--- src/rtl/mpu_store_stream_if.sv ---
// Memory-side element stream of the MPU store engine.
// Master drives elements with coordinates; slave returns ready.
interface mpu_store_stream_if #(
  parameter int FP    = 32,
  parameter int MBITS = 3,
  parameter int NBITS = 3
);
  logic             mem_valid_out;
  logic             mem_ready_in;
  logic [FP-1:0]    mem_element_out;
  logic [MBITS:0]   mem_i_out;
  logic [NBITS:0]   mem_j_out;
  logic             mem_last_out;
  logic [MBITS:0]   mem_m_store_size_out;
  logic [NBITS:0]   mem_n_store_size_out;

  modport master (
    output mem_valid_out,
    input  mem_ready_in,
    output mem_element_out,
    output mem_i_out,
    output mem_j_out,
    output mem_last_out,
    output mem_m_store_size_out,
    output mem_n_store_size_out
  );

  modport slave (
    input  mem_valid_out,
    output mem_ready_in,
    input  mem_element_out,
    input  mem_i_out,
    input  mem_j_out,
    input  mem_last_out,
    input  mem_m_store_size_out,
    input  mem_n_store_size_out
  );
endinterface

--- src/rtl/mpu_store_stream.sv ---
// MPU store engine: streams one register-file matrix to memory,
// row-major or transposed, through a 2-entry output buffer.
module mpu_store_stream #(
  parameter int FP              = 32,
  parameter int MBITS           = 3,
  parameter int NBITS           = 3,
  parameter int MATRIX_REG_SIZE = 2
) (
  input  logic                       clk,
  input  logic                       rst,
  input  logic                       store_en_in,
  input  logic [MATRIX_REG_SIZE-1:0] store_addr_in,
  input  logic                       transpose_in,
  input  logic [MBITS:0]             reg_m_store_size_in,
  input  logic [NBITS:0]             reg_n_store_size_in,
  output logic                       reg_rd_en_out,
  output logic [MATRIX_REG_SIZE-1:0] reg_store_addr_out,
  output logic [MBITS:0]             reg_i_store_loc_out,
  output logic [NBITS:0]             reg_j_store_loc_out,
  input  logic [FP-1:0]              reg_element_in,
  mpu_store_stream_if.master         mem,
  output logic                       busy_out,
  output logic                       done_out,
  output logic                       error_out
);
  typedef enum logic [1:0] {
    IDLE, RUN, DRAIN, DONE
  } state_t;

  localparam logic [MBITS:0] ONE_M = (MBITS+1)'(1);
  localparam logic [NBITS:0] ONE_N = (NBITS+1)'(1);
  localparam logic [MBITS:0] MAX_M = ONE_M << MBITS;
  localparam logic [NBITS:0] MAX_N = ONE_N << NBITS;

  state_t                     state;
  logic [MATRIX_REG_SIZE-1:0] addr_q;
  logic                       tr_q;
  logic [MBITS:0]             m_q, i_q;
  logic [NBITS:0]             n_q, j_q;
  logic                       err_q;

  logic                       fl_q, fl_last;
  logic [MBITS:0]             fl_i;
  logic [NBITS:0]             fl_j;

  logic [FP-1:0]              b_e [2];
  logic [MBITS:0]             b_i [2];
  logic [NBITS:0]             b_j [2];
  logic                       b_l [2];
  logic                       rd_p, wr_p;
  logic [1:0]                 cnt;

  logic vld, pop, issue, i_end, j_end, last_rd, bad;

  assign vld     = cnt != 2'd0;
  assign pop     = vld & mem.mem_ready_in;
  assign i_end   = i_q == m_q - ONE_M;
  assign j_end   = j_q == n_q - ONE_N;
  assign last_rd = i_end & j_end;
  // Count the read returning now so the buffer can never overflow.
  assign issue   = (state == RUN) &&
                   ((cnt + {1'b0, fl_q} - {1'b0, pop}) < 2'd2);
  assign bad     = (reg_m_store_size_in == '0) ||
                   (reg_n_store_size_in == '0) ||
                   (reg_m_store_size_in > MAX_M) ||
                   (reg_n_store_size_in > MAX_N);

  assign reg_rd_en_out       = issue;
  assign reg_store_addr_out  = addr_q;
  assign reg_i_store_loc_out = i_q;
  assign reg_j_store_loc_out = j_q;

  assign mem.mem_valid_out        = vld;
  assign mem.mem_element_out      = vld ? b_e[rd_p] : '0;
  assign mem.mem_i_out            = vld ? b_i[rd_p] : '0;
  assign mem.mem_j_out            = vld ? b_j[rd_p] : '0;
  assign mem.mem_last_out         = vld ? b_l[rd_p] : 1'b0;
  assign mem.mem_m_store_size_out = m_q;
  assign mem.mem_n_store_size_out = n_q;

  assign busy_out  = (state == RUN) || (state == DRAIN);
  assign done_out  = state == DONE;
  assign error_out = err_q;

  always_ff @(posedge clk) begin
    if (rst) begin
      state   <= IDLE;
      addr_q  <= '0;
      tr_q    <= 1'b0;
      m_q     <= '0;
      n_q     <= '0;
      i_q     <= '0;
      j_q     <= '0;
      err_q   <= 1'b0;
      fl_q    <= 1'b0;
      fl_last <= 1'b0;
      fl_i    <= '0;
      fl_j    <= '0;
      rd_p    <= 1'b0;
      wr_p    <= 1'b0;
      cnt     <= '0;
    end else begin
      err_q <= 1'b0;
      fl_q  <= issue;
      if (issue) begin
        fl_i    <= i_q;
        fl_j    <= j_q;
        fl_last <= last_rd;
      end
      if (fl_q) begin
        b_e[wr_p] <= reg_element_in;
        b_i[wr_p] <= fl_i;
        b_j[wr_p] <= fl_j;
        b_l[wr_p] <= fl_last;
        wr_p      <= ~wr_p;
      end
      if (pop) rd_p <= ~rd_p;
      cnt <= cnt + {1'b0, fl_q} - {1'b0, pop};

      unique case (state)
        IDLE: begin
          if (store_en_in) begin
            if (bad) begin
              err_q <= 1'b1;
            end else begin
              addr_q <= store_addr_in;
              tr_q   <= transpose_in;
              m_q    <= reg_m_store_size_in;
              n_q    <= reg_n_store_size_in;
              i_q    <= '0;
              j_q    <= '0;
              state  <= RUN;
            end
          end
        end
        RUN: begin
          if (issue) begin
            if (last_rd) begin
              state <= DRAIN;
            end else if (!tr_q) begin
              if (j_end) begin
                j_q <= '0;
                i_q <= i_q + ONE_M;
              end else begin
                j_q <= j_q + ONE_N;
              end
            end else begin
              if (i_end) begin
                i_q <= '0;
                j_q <= j_q + ONE_N;
              end else begin
                i_q <= i_q + ONE_M;
              end
            end
          end
        end
        DRAIN: begin
          if (pop && b_l[rd_p]) state <= DONE;
        end
        DONE: state <= IDLE;
        default: state <= IDLE;
      endcase
    end
  end
endmodule

--- src/flat_wrapper.sv ---
// flat-port wrapper written by rule: the top's interface ports become plain ports
module mpu_store_stream_flat 
#(
  parameter int FP              = 32,
  parameter int MBITS           = 3,
  parameter int NBITS           = 3,
  parameter int MATRIX_REG_SIZE = 2
)
  (clk, rst, store_en_in, store_addr_in, transpose_in, reg_m_store_size_in, reg_n_store_size_in, reg_rd_en_out, reg_store_addr_out, reg_i_store_loc_out, reg_j_store_loc_out, reg_element_in, busy_out, done_out, error_out, mem_mem_valid_out, mem_mem_ready_in, mem_mem_element_out, mem_mem_i_out, mem_mem_j_out, mem_mem_last_out, mem_mem_m_store_size_out, mem_mem_n_store_size_out);
  mpu_store_stream_if #(.FP(FP), .MBITS(MBITS), .NBITS(NBITS)) mem_i ();
  input  logic clk;
  input  logic rst;
  input  logic store_en_in;
  input  logic [MATRIX_REG_SIZE-1:0] store_addr_in;
  input  logic transpose_in;
  input  logic [MBITS:0] reg_m_store_size_in;
  input  logic [NBITS:0] reg_n_store_size_in;
  output logic reg_rd_en_out;
  output logic [MATRIX_REG_SIZE-1:0] reg_store_addr_out;
  output logic [MBITS:0] reg_i_store_loc_out;
  output logic [NBITS:0] reg_j_store_loc_out;
  input  logic [FP-1:0] reg_element_in;
  output logic busy_out;
  output logic done_out;
  output logic error_out;
  output wire logic [$bits(mem_i.mem_valid_out)-1:0] mem_mem_valid_out;
  input wire logic [$bits(mem_i.mem_ready_in)-1:0] mem_mem_ready_in;
  output wire logic [$bits(mem_i.mem_element_out)-1:0] mem_mem_element_out;
  output wire logic [$bits(mem_i.mem_i_out)-1:0] mem_mem_i_out;
  output wire logic [$bits(mem_i.mem_j_out)-1:0] mem_mem_j_out;
  output wire logic [$bits(mem_i.mem_last_out)-1:0] mem_mem_last_out;
  output wire logic [$bits(mem_i.mem_m_store_size_out)-1:0] mem_mem_m_store_size_out;
  output wire logic [$bits(mem_i.mem_n_store_size_out)-1:0] mem_mem_n_store_size_out;
  assign mem_mem_valid_out = mem_i.mem_valid_out;
  assign mem_i.mem_ready_in = mem_mem_ready_in;
  assign mem_mem_element_out = mem_i.mem_element_out;
  assign mem_mem_i_out = mem_i.mem_i_out;
  assign mem_mem_j_out = mem_i.mem_j_out;
  assign mem_mem_last_out = mem_i.mem_last_out;
  assign mem_mem_m_store_size_out = mem_i.mem_m_store_size_out;
  assign mem_mem_n_store_size_out = mem_i.mem_n_store_size_out;
  mpu_store_stream #(.FP(FP), .MBITS(MBITS), .NBITS(NBITS), .MATRIX_REG_SIZE(MATRIX_REG_SIZE)) u_core (.clk(clk), .rst(rst), .store_en_in(store_en_in), .store_addr_in(store_addr_in), .transpose_in(transpose_in), .reg_m_store_size_in(reg_m_store_size_in), .reg_n_store_size_in(reg_n_store_size_in), .reg_rd_en_out(reg_rd_en_out), .reg_store_addr_out(reg_store_addr_out), .reg_i_store_loc_out(reg_i_store_loc_out), .reg_j_store_loc_out(reg_j_store_loc_out), .reg_element_in(reg_element_in), .mem(mem_i), .busy_out(busy_out), .done_out(done_out), .error_out(error_out));
endmodule
--- config.mk ---
export PLATFORM = sky130hd
export DESIGN_NAME = mpu_store_stream_flat
export DESIGN_NICKNAME = d
export VERILOG_FILES = /design/src/rtl/mpu_store_stream_if.sv /design/src/rtl/mpu_store_stream.sv /design/src/flat_wrapper.sv
export SDC_FILE = /design/constraint.sdc
export NUM_CORES = 1
export LEC_CHECK = 0
export BUFFER_PORTS_ARGS = -buffer_cell sky130_fd_sc_hd__buf_2
export CORE_MARGIN = 1.5
export CORE_UTILIZATION = 50
export DETAILED_ROUTE_END_ITERATION = 10
export PLACE_DENSITY = 0.75
export SLEW_MARGIN = 15
export SYNTH_ARGS = -nofsm -noshare
export SYNTH_HDL_FRONTEND = slang
export SYNTH_SLANG_ARGS = --single-unit
--- constraint.sdc ---
create_clock -name clk -period 5.2 [get_ports clk]
set_input_delay 0.52 -clock clk [delete_from_list [all_inputs] [get_ports clk]]
set_output_delay 0.52 -clock clk [all_outputs]
set_load 0.005 [all_outputs]
* After elaboration in Yosys (flattened, before gate mapping)
Memories as Yosys holds them, arrays and structs flattened. A register that Yosys moved wholly into a read port is not among the register bits.
Index checks and enable logic that the tools add are counted.
** Storage, ports and cells
- Flip-flop bits (word level) :: 36
- RAM bits :: 82
- Input bits :: 47
- Output and inout bits :: 64
- Word-level logic and storage cells :: 100
- Memories :: 4
** Cells by class
- $add $sub $neg :: 6
- Magnitude comparators :: 3
- Equality and inequality tests :: 13
- Muxes and demuxes :: 36
- Bitwise operators :: 7
- Reduce and logical (&&, ||, !) cells :: 16
** Memory list
- u_core.b_e :: depth 2, bits a word 32, read ports 1, clocked after memory_dff 1, wr ports 1, RTL line mpu_store_stream.sv:46 : logic [FP-1:0] b_e [2];
- u_core.b_i :: depth 2, bits a word 4, read ports 1, clocked after memory_dff 1, wr ports 1, RTL line mpu_store_stream.sv:47 : logic [MBITS:0] b_i [2];
- u_core.b_j :: depth 2, bits a word 4, read ports 1, clocked after memory_dff 1, wr ports 1, RTL line mpu_store_stream.sv:48 : logic [NBITS:0] b_j [2];
- u_core.b_l :: depth 2, bits a word 1, read ports 1, clocked after memory_dff 1, wr ports 1, RTL line mpu_store_stream.sv:49 : logic b_l [2];
** Operators with widths (count)
- 4-bit two-way mux :: 14
- 32-bit two-way mux :: 1
- 4-bit one-hot mux with 2 select lines :: 2
- 1-bit two-way mux :: 13
- 6-bit AND reduction :: 2
- 2-bit two-way mux :: 5
- 2-bit != test, second input constant :: 5
- 4-bit by 1-bit adder with 4-bit output, second input constant :: 2
- 4-bit == test :: 2
- 4-bit > comparator, second input constant :: 2
- 4-bit logical NOT :: 2
- 2-bit one-hot mux with 4 select lines :: 1
- 4-bit by 1-bit subtractor with 4-bit output, second input constant :: 2
- 1-bit NOT :: 5
- 5-bit AND reduction :: 1
- 2-bit == test, second input constant :: 2
- 1-bit logical OR :: 4
- 2-bit nonzero test :: 2
- 3-bit by 1-bit != test with 1-bit output, second input constant :: 1
- 3-bit != test, second input constant :: 1
- 3-bit AND reduction :: 1
- 3-bit OR reduction :: 1
- 2-bit by 1-bit adder with 2-bit output :: 1
- 1-bit bitwise AND :: 2
- other kinds (6) :: 7

* Longest topological paths before layout
Gate-level depths: netlist (run 1).
- Depth after elaboration :: 7
- Gate-level depth with buffers :: 11
- Gate-level depth less buffers :: 11

* Least setup slack after synthesis (run 1)
No wires, ideal clock.
- Kind :: input-to-reg
- From :: in rst
- To :: mem u_core.b_e[0][0] (enable)
- Setup time :: 0.490 ns
- Arrival :: 3.729 ns
- Required time :: 4.710 ns
- Slack :: 0.981 ns
- Stages :: 3
- Path buffers :: 2
- Path through :: clkbuf_1 -> buf_1 -> nor3_1
** Between the ends
- Cells in the longest elaborated chain, start to end :: 2
** RTL lines
- start: declaration :: RTL line flat_wrapper.sv:12 : input logic rst;
- 1-bit two-way mux :: RTL line mpu_store_stream.sv:86 : if (rst) begin
- 1-bit two-way mux (not written as such) :: RTL line mpu_store_stream.sv:111 : b_e[wr_p] <= reg_element_in;
- end: declaration :: RTL line mpu_store_stream.sv:46
No other way between the ends.

* Final worst setup path (run 1)
- From :: reg u_core.cnt[1]
- To :: out reg_rd_en_out
** Between the ends
- Cells in the longest elaborated chain, start to end :: 5
- Elaborated cells on any way between the ends :: 6
- Classes of those cells :: 2 x add/sub; 1 x order compare; 1 x bitwise; 2 x reduce/logical
** RTL lines
- start: declaration :: RTL line mpu_store_stream.sv:51 : logic [1:0] cnt;
- start signal: assignment :: RTL line mpu_store_stream.sv:118 : cnt <= cnt + {1'b0, fl_q} - {1'b0, pop};
- 2-bit nonzero test :: RTL line mpu_store_stream.sv:55 : assign vld = cnt != 2'd0;
- 1-bit bitwise AND :: RTL line mpu_store_stream.sv:56 : assign pop = vld & mem.mem_ready_in;
- named net u_core.pop :: RTL line mpu_store_stream.sv:53 : logic vld, pop, issue, i_end, j_end, last_rd, bad;
- 2-bit by 1-bit subtractor with 2-bit output :: RTL line mpu_store_stream.sv:62 : ((cnt + {1'b0, fl_q} - {1'b0, pop}) < 2'd2);
- 2-bit < comparator :: RTL line mpu_store_stream.sv:62
- 1-bit logical AND :: RTL line mpu_store_stream.sv:61 : assign issue = (state == RUN) &&
- end: declaration :: RTL line flat_wrapper.sv:18 : output logic reg_rd_en_out;
The timed path passes the listed nets, and every way through them passes these cells.

==> flow_summary_export.csv, run 1 <==
group,metric,value,unit
outcome,status,"complete, no violations",
sta,grt_setup_unrepaired,"no",
critical_path,critical_path_buf_inv_count,4,
grt,grt_max_degree,43,
grt,antenna_found_initial,0,
place,place_inst,609,
worst_hold_path,hp-class,"primary input to flip-flop",
critical_path,critPathSlowestCell,"o21ai_0",
power,p_leak,2.42,nW
yosys,ys_seq_area_frac,0.650,
grt,overflow,0,
final_layout,regArea,3200,um2
place,place_area,5600,um2
cts,postCtsSetupRepairBufs,0,
flow_run,cap_violations,0,
final_layout,area_growth,24.6,%
drt,drcViolationCount,0,
cts,cts_sinks,119,
final_layout,finalInstanceArea,6140,um2
yosys,synthTopCellsByArea,"edfxtp_1 50%, dfxtp_1 15%, mux2i_1 11%",
drt,met1Wirelength,4.02,mm
cts,numCtsBuffers,17,
drt,antenna_left,0,
final_layout,antennaDiodeCount,0,
critical_path,critical_path_required,4.68,ns
drt,drt-total-wl,9.01,mm
power,ir_worst_vdd,0.217,mV
yosys,ys.flop_type,"edfxtp_1",
die,initial_core_util,0.509,
critical_path,critical_path.top_delay_family,"buffers and inverters",
critical_path,critPathLaunchType,"flip-flop",
drt,wl_met3,465,um
final_layout,nets,552,
critical_path,critical_path_class,"flip-flop to primary output",
critical_path,path_cells,"o21ai_0, inv_1, ha_1, inv_1, ha_1, xnor3_1, nand2_1, clkinv_1, buf_2",
die,die_h,102,um
die,die_width,102,um
yosys,async_reset_ff_frac,0,
yosys,synth.largest_area_cell,"edfxtp_1",
cts,htree_levels,4,
drt,route.met2.wl,4.40,mm
yosys,synth_edf_count,82,
yosys,syn-num-nets,438,
yosys,yosysUniqueCellTypes,40,
drt,drt-initial-drc-count,82,
place,hpwl,5.85,mm
drt,first_pass_iters,5,
die,die_area,10500,um2
sta,clock.fmax,296,MHz
worst_hold_path,holdPathStages,1,
final_layout,multi_input_area,1610,um2
yosys,yosysWarnings,0,
final_layout,fillers,740,
cts,cts.clk_slew.worst_paths,0.06,ns
sta,setup-tns-final,0,ns
power,finalPower,2.93,mW
critical_path,cp.arrival,2.86,ns
drt,via_per_inst,5.03,
sta,hold_viol,0,
critical_path,rr_worst_depth,10,
sta,fin_skew,0.00722,ns
critical_path,cp.depth,9,
yosys,synth_seq_cells,119,
sta,fin_crit,3.38,ns
drt,route.top_layer_used,"met4",
cts,cts_tree,"built",
sta,setup_viol,0,
final_layout,final_cells,641,
cts,cts_hold_buf,0,
die,num_rows,36,
critical_path,worstPathMaxFanout,12,
grt,grt_pass1_wl,13.9,mm
grt,grt_usage,0.178,
place,gp_congestion,0.842,
die,ios,111,
grt,grt_pass1_vias,3049,
sta,maxSlewHeadroom,0.340,
yosys,synth_top_area_frac,0.500,
sta,slew_violations,0,
critical_path,endpoint_kind,"primary output",
final_layout,drive_gt1_frac,0.307,
power,power_density,477,nW/um2
cts,clockBufferDepth,2,
sta,fin_crit_sh,0.650,
cts,clk_latency,0.51,ns
drt,wl_per_cell,14.1,um
yosys,syn_inst,381,
yosys,netlist_area,4930,um2
critical_path,critPathMaxStageDelay,0.36,ns
place,port_buffers,110,
cts,cts_resized,0,
yosys,avgSynthCellArea,12.9,um2
die,core_area,9680,um2
cts,clockRootBuffer,"clkbuf_8",
sta,worst_slew_pin_slew,0.988,ns
drt,vias,3226,
## synthesized netlist by cell type (2+ instances only)
cell type,n
nand3_1,4
edfxtp_1,82
o2bb2ai_1,2
o31ai_1,2
clkbuf_1,11
and3_1,2
nor2b_1,4
a21oi_1,12
or4_1,4
ha_1,10
o31a_1,2
o21ai_0,8
xnor2_1,5
inv_1,14
buf_1,3
a21boi_2,2
nor2_1,66
dfxtp_1,37
xor2_1,5
xnor3_1,3
mux2i_1,54
nand2_1,23
nor4_1,3
nor3_1,7
## registers in the layout (all words and copies together) (netlist names), named ones only
register and cells:
u_core.rd_p 1, u_core.state 2, u_core.b_e 64, u_core.mem.mem_m_store_size_out 4
u_core.b_i 8, u_core.fl_last 1, u_core.reg_i_store_loc_out 4, u_core.tr_q 1
u_core.fl_q 1, u_core.fl_i 4, u_core.b_l 2, u_core.fl_j 4
u_core.cnt 2, u_core.mem.mem_n_store_size_out 4, u_core.wr_p 1, u_core.reg_j_store_loc_out 4
u_core.b_j 8, u_core.error_out 1, u_core.reg_store_addr_out 2
## worst paths after layout
check / from / slack (ns) / end
setup reg to reg: u_core.cnt[1]$_SDFF_PP0_ / 2.64 / u_core.reg_i_store_loc_out[0]$_SDFFE_PP0P_
setup / recovery: u_core.cnt[1]$_SDFF_PP0_ / 1.82 / reg_rd_en_out
hold reg to reg: u_core.fl_i[2]$_SDFFE_PP0P_ / 0.45 / u_core.b_i[0][2]$_DFFE_PP_
hold / removal: reg_element_in[25] / 0.19 / u_core.b_e[0][25]$_DFFE_PP_
## area by class of cell
| cell class | count | area share |
|---|---|---|
| clock buffers | 17 | 0.0674 |
| clock inverters | 15 | 0.0210 |
| inverters | 15 | 0.00917 |
| multi-input cells | 230 | 0.262 |
| flip-flops and latches | 119 | 0.522 |
| well taps | 133 | 0.0271 |
| repair buffers | 112 | 0.0921 |
## worst register-to-register path, delay by kind of cell (launching register included)
family | cells | cell delay [ns]
xor gates and xnor gates | 1 | 0.23
DFF | 1 | 0.34
buffers and inverters | 2 | 0.13
AOI/OAI and AO/OA | 3 | 0.62
and+or+nand+nor | 2 | 0.70
adders and majority gates | 2 | 0.46
## kinds of logic (layout without fill, tap and decap cells)
group                    count (synthesis)  count (layout)  share of synthesized area
XOR/XNOR                                13              13                     0.0315
AND/OR/NAND/NOR                        120             120                      0.109
buffers and inverters                   32             159                     0.0269
adder cells (fa/ha/maj)                 10              10                     0.0254
flip-flops                             119             119                      0.650
AO/OA/AOI/OAI                           33              33                     0.0472
multiplexers                            54              54                      0.110
## power by group
part | total, mW | internal (mW) | switching (mW) | leakage, nW
clock network | 1.05 | 0.632 | 0.414 | 0.262
logic | 0.769 | 0.332 | 0.437 | 1.10
registers | 1.12 | 1.08 | 0.0369 | 1.05
total | 2.93 | 2.04 | 0.888 | 2.42
## per-layer routing
layer / track usage / vias to the layer above
met5: 0 / -
met2: 0.303 / 101
li1: - / 1601
met1: 0.204 / 1507
met3: 0.0540 / 17
met4: 0.0864 / 0
## cells in the final DEF (no fill, tap or decap), types with 3 or more instances in the layout
master / count
nand3_1: 4
ha_1: 10
or4_1: 4
xnor2_1: 5
a21oi_1: 12
clkbuf_16: 16
clkinvlp_4: 3
nor3_1: 6
buf_2: 110
clkinv_2: 4
edfxtp_1: 82
mux2i_1: 54
nand2_1: 23
xor2_1: 5
inv_1: 14
dfxtp_1: 36
nor2b_1: 4
nor4_1: 3
clkinv_4: 3
o21ai_0: 8
xnor3_1: 3
inv_6: 3
nor2_1: 65
## through the flow
stage | worst slack (ns) | utilization | hold slack, ns
after floorplan | 0.981 | - | 0.425
after global placement | 2.31 | 0.578 | 0.435
after detailed placement | 2.25 | 0.578 | 0.449
after CTS | 1.76 | 0.634 | 0.175
after global routing | 1.51 | 0.634 | 0.169
final | 1.82 | 0.634 | 0.195
Power figures use the tool's default switching activity.
==> run 2, diff against run 1 <==
==> constraint.sdc (replaced) <==
create_clock -name clk -period 3.5 [get_ports clk]
set_input_delay 0.35 -clock clk [delete_from_list [all_inputs] [get_ports clk]]
set_output_delay 0.35 -clock clk [all_outputs]
set_load 0.005 [all_outputs]
==> run 2 against run 1 <==
  * Clock-buffer cell count up 1
  * Largest cell class unchanged
  * Sequential power up 53%
  * Clock skew down 0.00069 ns
  * Worst setup slack worse by 1.5 ns
  * Largest power group is now the clock network
  * First-iteration DRC count up 41%
  * Worst hold slack worse by 0.16 ns
  * Total power up 55%
  * Global-route usage about the same
==> flow_summary_export.csv, run 2 (synthesis results as in run 1) <==
group,metric,value,unit
grt,grt_max_degree,43,
power,power_density,730,nW/um2
sta,maxSlewHeadroom,0.358,
cts,cts_resized,0,
final_layout,fillers,737,
cts,htree_levels,4,
final_layout,reg_top3,"u_core.b_e: 64 flops, u_core.b_i: 8 flops, u_core.b_j: 8 flops",
critical_path,critPathMaxStageDelay,0.35,ns
flow_run,cap_violations,0,
critical_path,worstPathMaxFanout,12,
sta,hold_viol,0,
sta,fin_crit_sh,0.915,
critical_path,critical_path_class,"flip-flop to primary output",
die,die_h,102,um
final_layout,nets,554,
final_layout,final_common_cell,"buf_2",
die,ios,111,
cts,clockRootBuffer,"clkbuf_8",
critical_path,cp.arrival,2.85,ns
drt,via_per_inst,5.04,
cts,cts_hold_buf,0,
critical_path,critical_path_required,3.15,ns
die,die_area,10500,um2
cts,clockBufferDepth,2,
final_layout,largest_reg_flops,64,
grt,grt_pass1_wl,14.0,mm
power,finalPower,4.54,mW
place,gp_congestion,0.818,
sta,slew_violations,0,
drt,wl_per_cell,13.9,um
drt,drt-initial-drc-count,116,
final_layout,finalInstanceArea,6230,um2
power,ir_worst_vdd,0.557,mV
drt,vias,3241,
grt,grt_pass1_vias,3025,
final_layout,drive_gt1_frac,0.310,
die,die_width,102,um
critical_path,path_cells,"o21ai_0, inv_1, ha_1, inv_1, ha_1, xnor3_1, nand2_1, clkinv_1, buf_2",
place,place_area,5620,um2
cts,cts_tree,"built",
critical_path,critPathLaunchType,"flip-flop",
drt,drcViolationCount,0,
grt,overflow,0,
cts,cts.clk_slew.worst_paths,0.06,ns
sta,fin_crit,3.20,ns
die,num_rows,36,
critical_path,critPathSlowestCell,"dfxtp_1",
place,pre_cts_slack,0.805,ns
final_layout,mostFrequentLayoutCells,"110 x buf_2, 82 x edfxtp_1, 65 x nor2_1, 54 x mux2i_1, 36 x dfxtp_1",
final_layout,final_cells,643,
final_layout,antennaDiodeCount,0,
place,place_inst,611,
worst_hold_path,hp-class,"primary input to flip-flop",
sta,clock.fmax,312,MHz
final_layout,regMostFlops,"u_core.b_e",
die,core_area,9680,um2
place,hpwl,5.95,mm
outcome,status,"complete, no violations",
cts,cts_sinks,119,
final_layout,area_growth,26.3,%
drt,antenna_left,0,
place,port_buffers,110,
sta,setup-tns-final,0,ns
cts,clk_latency,0.50,ns
cts,postCtsSetupRepairBufs,0,
sta,fin_skew,0.00653,ns
sta,setup_viol,0,
sta,worst_slew_pin_slew,0.964,ns
cts,numCtsBuffers,17,
sta,worst_slack,0.298,ns
grt,grt_usage,0.177,
drt,drt-total-wl,8.95,mm
grt,antenna_found_initial,0,
power,p_leak,2.46,nW
die,initial_core_util,0.509,
sta,grt_setup_unrepaired,"no",
drt,first_pass_iters,4,
critical_path,endpoint_kind,"primary output",
-- run 2: cell count changes in the layout (fill, tap and decap cells not counted), moves of 2 or more --
cell        previous run  this run
inv_6                  3         6
clkinvlp_4             3         1
bufinv_16              1         3
buf_4                  2         4
clkinv_2               4         0
-- run 2: final cells by class --
type,instances,area (um2),area share
timing repair buffer,114,581,0.0932
clock inverter,14,188,0.0301
sequential,119,3200,0.515
clock buffer,18,418,0.0671
inverter,15,56.3,0.00904
multi-input combinational,230,1610,0.259
tap,133,166,0.0267
-- run 2: routing by layer --
metal,vias to the layer above,global-route usage,part of all wire
met3,13,0.0506,0.056
met2,96,0.308,0.50
met4,0,0.0769,0.014
li1,1605,-,-
met1,1527,0.205,0.43
met5,-,0,0
-- run 2: final timing paths --
kind | from | endpoint | slack, ns | cells past startpoint
max | u_core.cnt[1]$_SDFF_PP0_ | reg_rd_en_out | 0.30 | 9
min | reg_element_in[15] | u_core.b_e[1][15]$_DFFE_PP_ | 0.04 | 1
max reg2reg | u_core.cnt[1]$_SDFF_PP0_ | u_core.reg_i_store_loc_out[0]$_SDFFE_PP0P_ | 0.99 | 10
min reg2reg | u_core.fl_i[0]$_SDFFE_PP0P_ | u_core.b_i[1][0]$_DFFE_PP_ | 0.45 | 0
-- run 2: stage by stage --
stage               hold slack [ns]   util
floorplan                     0.425      -
global placement              0.439  0.580
detailed placement            0.441  0.580
CTS                          0.0117  0.643
global route                 0.0107  0.643
finish                       0.0383  0.643
-- run 2: report_power, final --
group | switching, mW | total (mW) | internal, mW
Sequential | 0.110 | 1.71 | 1.60
Combinational | 0.587 | 1.08 | 0.495
Clock | 0.640 | 1.75 | 1.11
Total | 1.34 | 4.54 | 3.21
-- run 2: critical path: cells and delay by family, from the launching register on --
kind | cells | cell delay [ns]
AO/OA/AOI/OAI | 1 | 0.34
buffers and inverters | 4 | 0.67
adder cells (fa/ha/maj) | 2 | 0.45
flip-flops | 1 | 0.35
AND/OR/NAND/NOR | 1 | 0.32
XOR/XNOR | 1 | 0.24
==> run 3, diff against run 2 <==
--- a/config.mk
+++ b/config.mk
@@ -7,9 +7,8 @@
 export LEC_CHECK = 0
 export BUFFER_PORTS_ARGS = -buffer_cell sky130_fd_sc_hd__buf_2
 export CORE_MARGIN = 1.5
-export CORE_UTILIZATION = 50
+export CORE_UTILIZATION = 36
 export DETAILED_ROUTE_END_ITERATION = 10
-export PLACE_DENSITY = 0.75
 export SLEW_MARGIN = 15
 export SYNTH_ARGS = -nofsm -noshare
 export SYNTH_HDL_FRONTEND = slang
==> run 3 against run 2 <==
  * Clock skew hardly changed
  * Clock power is 3% lower
  * Register-to-register slack hardly changed
  * Utilization is 17 points lower
  * Sequential power hardly changed
  * Worst setup slack better by 0.12 ns
  * Die area is 38% higher
==> flow_summary_export.csv, run 3 (synthesis results as in run 1) <==
group,metric,value,unit
drt,wl_per_cell,13.8,um
cts,postCtsSetupRepairBufs,0,
final_layout,fillers,1219,
flow_run,cap_violations,0,
final_layout,drive_gt1_frac,0.312,
cts,cts_resized,0,
grt,overflow,0,
sta,setup-tns-final,0,ns
critical_path,worstPathMaxFanout,12,
sta,hold_viol,0,
sta,clock.fmax,324,MHz
critical_path,critical_path_class,"flip-flop to primary output",
final_layout,area_growth,27.4,%
sta,grt_setup_unrepaired,"no",
die,core_area,13300,um2
power,ir_worst_vdd,0.317,mV
cts,clk_latency,0.41,ns
place,pre_cts_slack,0.813,ns
sta,worst_slack,0.418,ns
final_layout,regArea,3200,um2
final_layout,finalInstanceArea,6280,um2
grt,grt_pass1_wl,15.8,mm
cts,cts_sinks,119,
final_layout,final_cells,689,
die,ios,111,
drt,drcViolationCount,0,
place,hpwl,6.47,mm
cts,htree_levels,4,
worst_hold_path,holdPathStages,1,
place,gp_congestion,0.714,
critical_path,critPathLaunchType,"flip-flop",
die,die_area,14400,um2
critical_path,path_cells,"o21ai_0, inv_1, ha_1, inv_1, ha_1, xnor3_1, nand2_1, clkinv_1, buf_2",
drt,drt-initial-drc-count,151,
final_layout,mostFrequentLayoutCells,"110 x buf_2, 82 x edfxtp_1, 65 x nor2_1, 54 x mux2i_1, 36 x dfxtp_1",
grt,grt_max_degree,43,
grt,grt_pass1_vias,3278,
critical_path,critical_path_buf_inv_count,4,
cts,cts.clk_slew.worst_paths,0.05,ns
die,die_width,120,um
power,p_leak,2.46,nW
cts,numCtsBuffers,17,
sta,setup_viol,0,
final_layout,antennaDiodeCount,0,
critical_path,critical_path_required,3.15,ns
drt,via_per_inst,4.66,
critical_path,cp.depth,9,
sta,fin_crit_sh,0.881,
drt,first_pass_iters,4,
cts,clockRootBuffer,"clkbuf_16",
sta,fin_crit,3.08,ns
place,place_inst,657,
final_layout,largest_reg_flops,64,
critical_path,critPathSlowestCell,"o21ai_0",
die,die_h,120,um
critical_path,critical_path.top_delay_family,"buffers and inverters",
sta,slew_violations,0,
sta,hold_slack,0.125,ns
final_layout,regMostFlops,"u_core.b_e",
final_layout,nets,557,
cts,cts_hold_buf,0,
outcome,status,"complete, no violations",
critical_path,endpoint_kind,"primary output",
sta,worst_slew_pin_slew,0.987,ns
place,port_buffers,110,
die,initial_core_util,0.371,
cts,clockBufferDepth,2,
drt,drt-total-wl,9.54,mm
die,num_rows,42,
power,power_density,717,nW/um2
cts,cts_tree,"built",
final_layout,final_common_cell,"buf_2",
final_layout,multi_input_area,1610,um2
drt,antenna_left,0,
place,place_area,5700,um2
critical_path,critPathMaxStageDelay,0.35,ns
grt,grt_usage,0.144,
final_layout,reg_top3,"u_core.b_e: 64 flops, u_core.b_i: 8 flops, u_core.b_j: 8 flops",
sta,fin_skew,0.00702,ns
grt,antenna_found_initial,0,
critical_path,cp.arrival,2.73,ns
sta,maxSlewHeadroom,0.340,
drt,vias,3208,
worst_hold_path,hp-class,"primary input to flip-flop",
critical_path,rr_worst_depth,10,
[run 3: changes by cell type in the layout (fill, tap and decap cells not counted), sizes merged]
cell      delta
bufinv       -1
clkinv       +2
clkbuf       +3
inv          -6
buf          +3
clkinvlp     +2
[run 3: path summary, 6_finish.rpt]
path	endpoint	slack, ns	startpoint
worst max-delay path	reg_rd_en_out	0.42	u_core.cnt[1]$_SDFF_PP0_
worst min register to register	u_core.b_j[0][3]$_DFFE_PP_	0.45	u_core.fl_j[3]$_SDFFE_PP0P_
worst max register to register	u_core.reg_i_store_loc_out[0]$_SDFFE_PP0P_	1.00	u_core.cnt[1]$_SDFF_PP0_
worst min-delay path	u_core.b_e[0][6]$_DFFE_PP_	0.12	reg_element_in[6]
[run 3: metrics by stage]
step | util | total power, mW
2_1_floorplan | - | 2.47
3_3_place_gp | 0.428 | 2.85
3_5_place_dp | 0.428 | 2.87
4_1_cts | 0.472 | 4.57
5_1_grt | 0.472 | 4.77
6_report | 0.472 | 4.50
[run 3: area by class of cell]
class	instances	share of cell area
multi-input cells	230	0.257
inverters	15	0.00896
clock buffers	21	0.0733
well taps	176	0.0351
clock inverters	11	0.0197
repair buffers	117	0.0960
flip-flops and latches	119	0.510
[run 3: metal layers]
metal  share of wire  track usage
met5               0            0
met4           0.013       0.0699
met3           0.069       0.0499
met2            0.46        0.224
met1            0.46        0.178
[run 3: power by group]
| part | switching, mW | internal, mW |
|---|---|---|
| Sequential | 0.0847 | 1.61 |
| Clock | 0.602 | 1.08 |
| Combinational | 0.629 | 0.499 |
| Total | 1.32 | 3.19 |
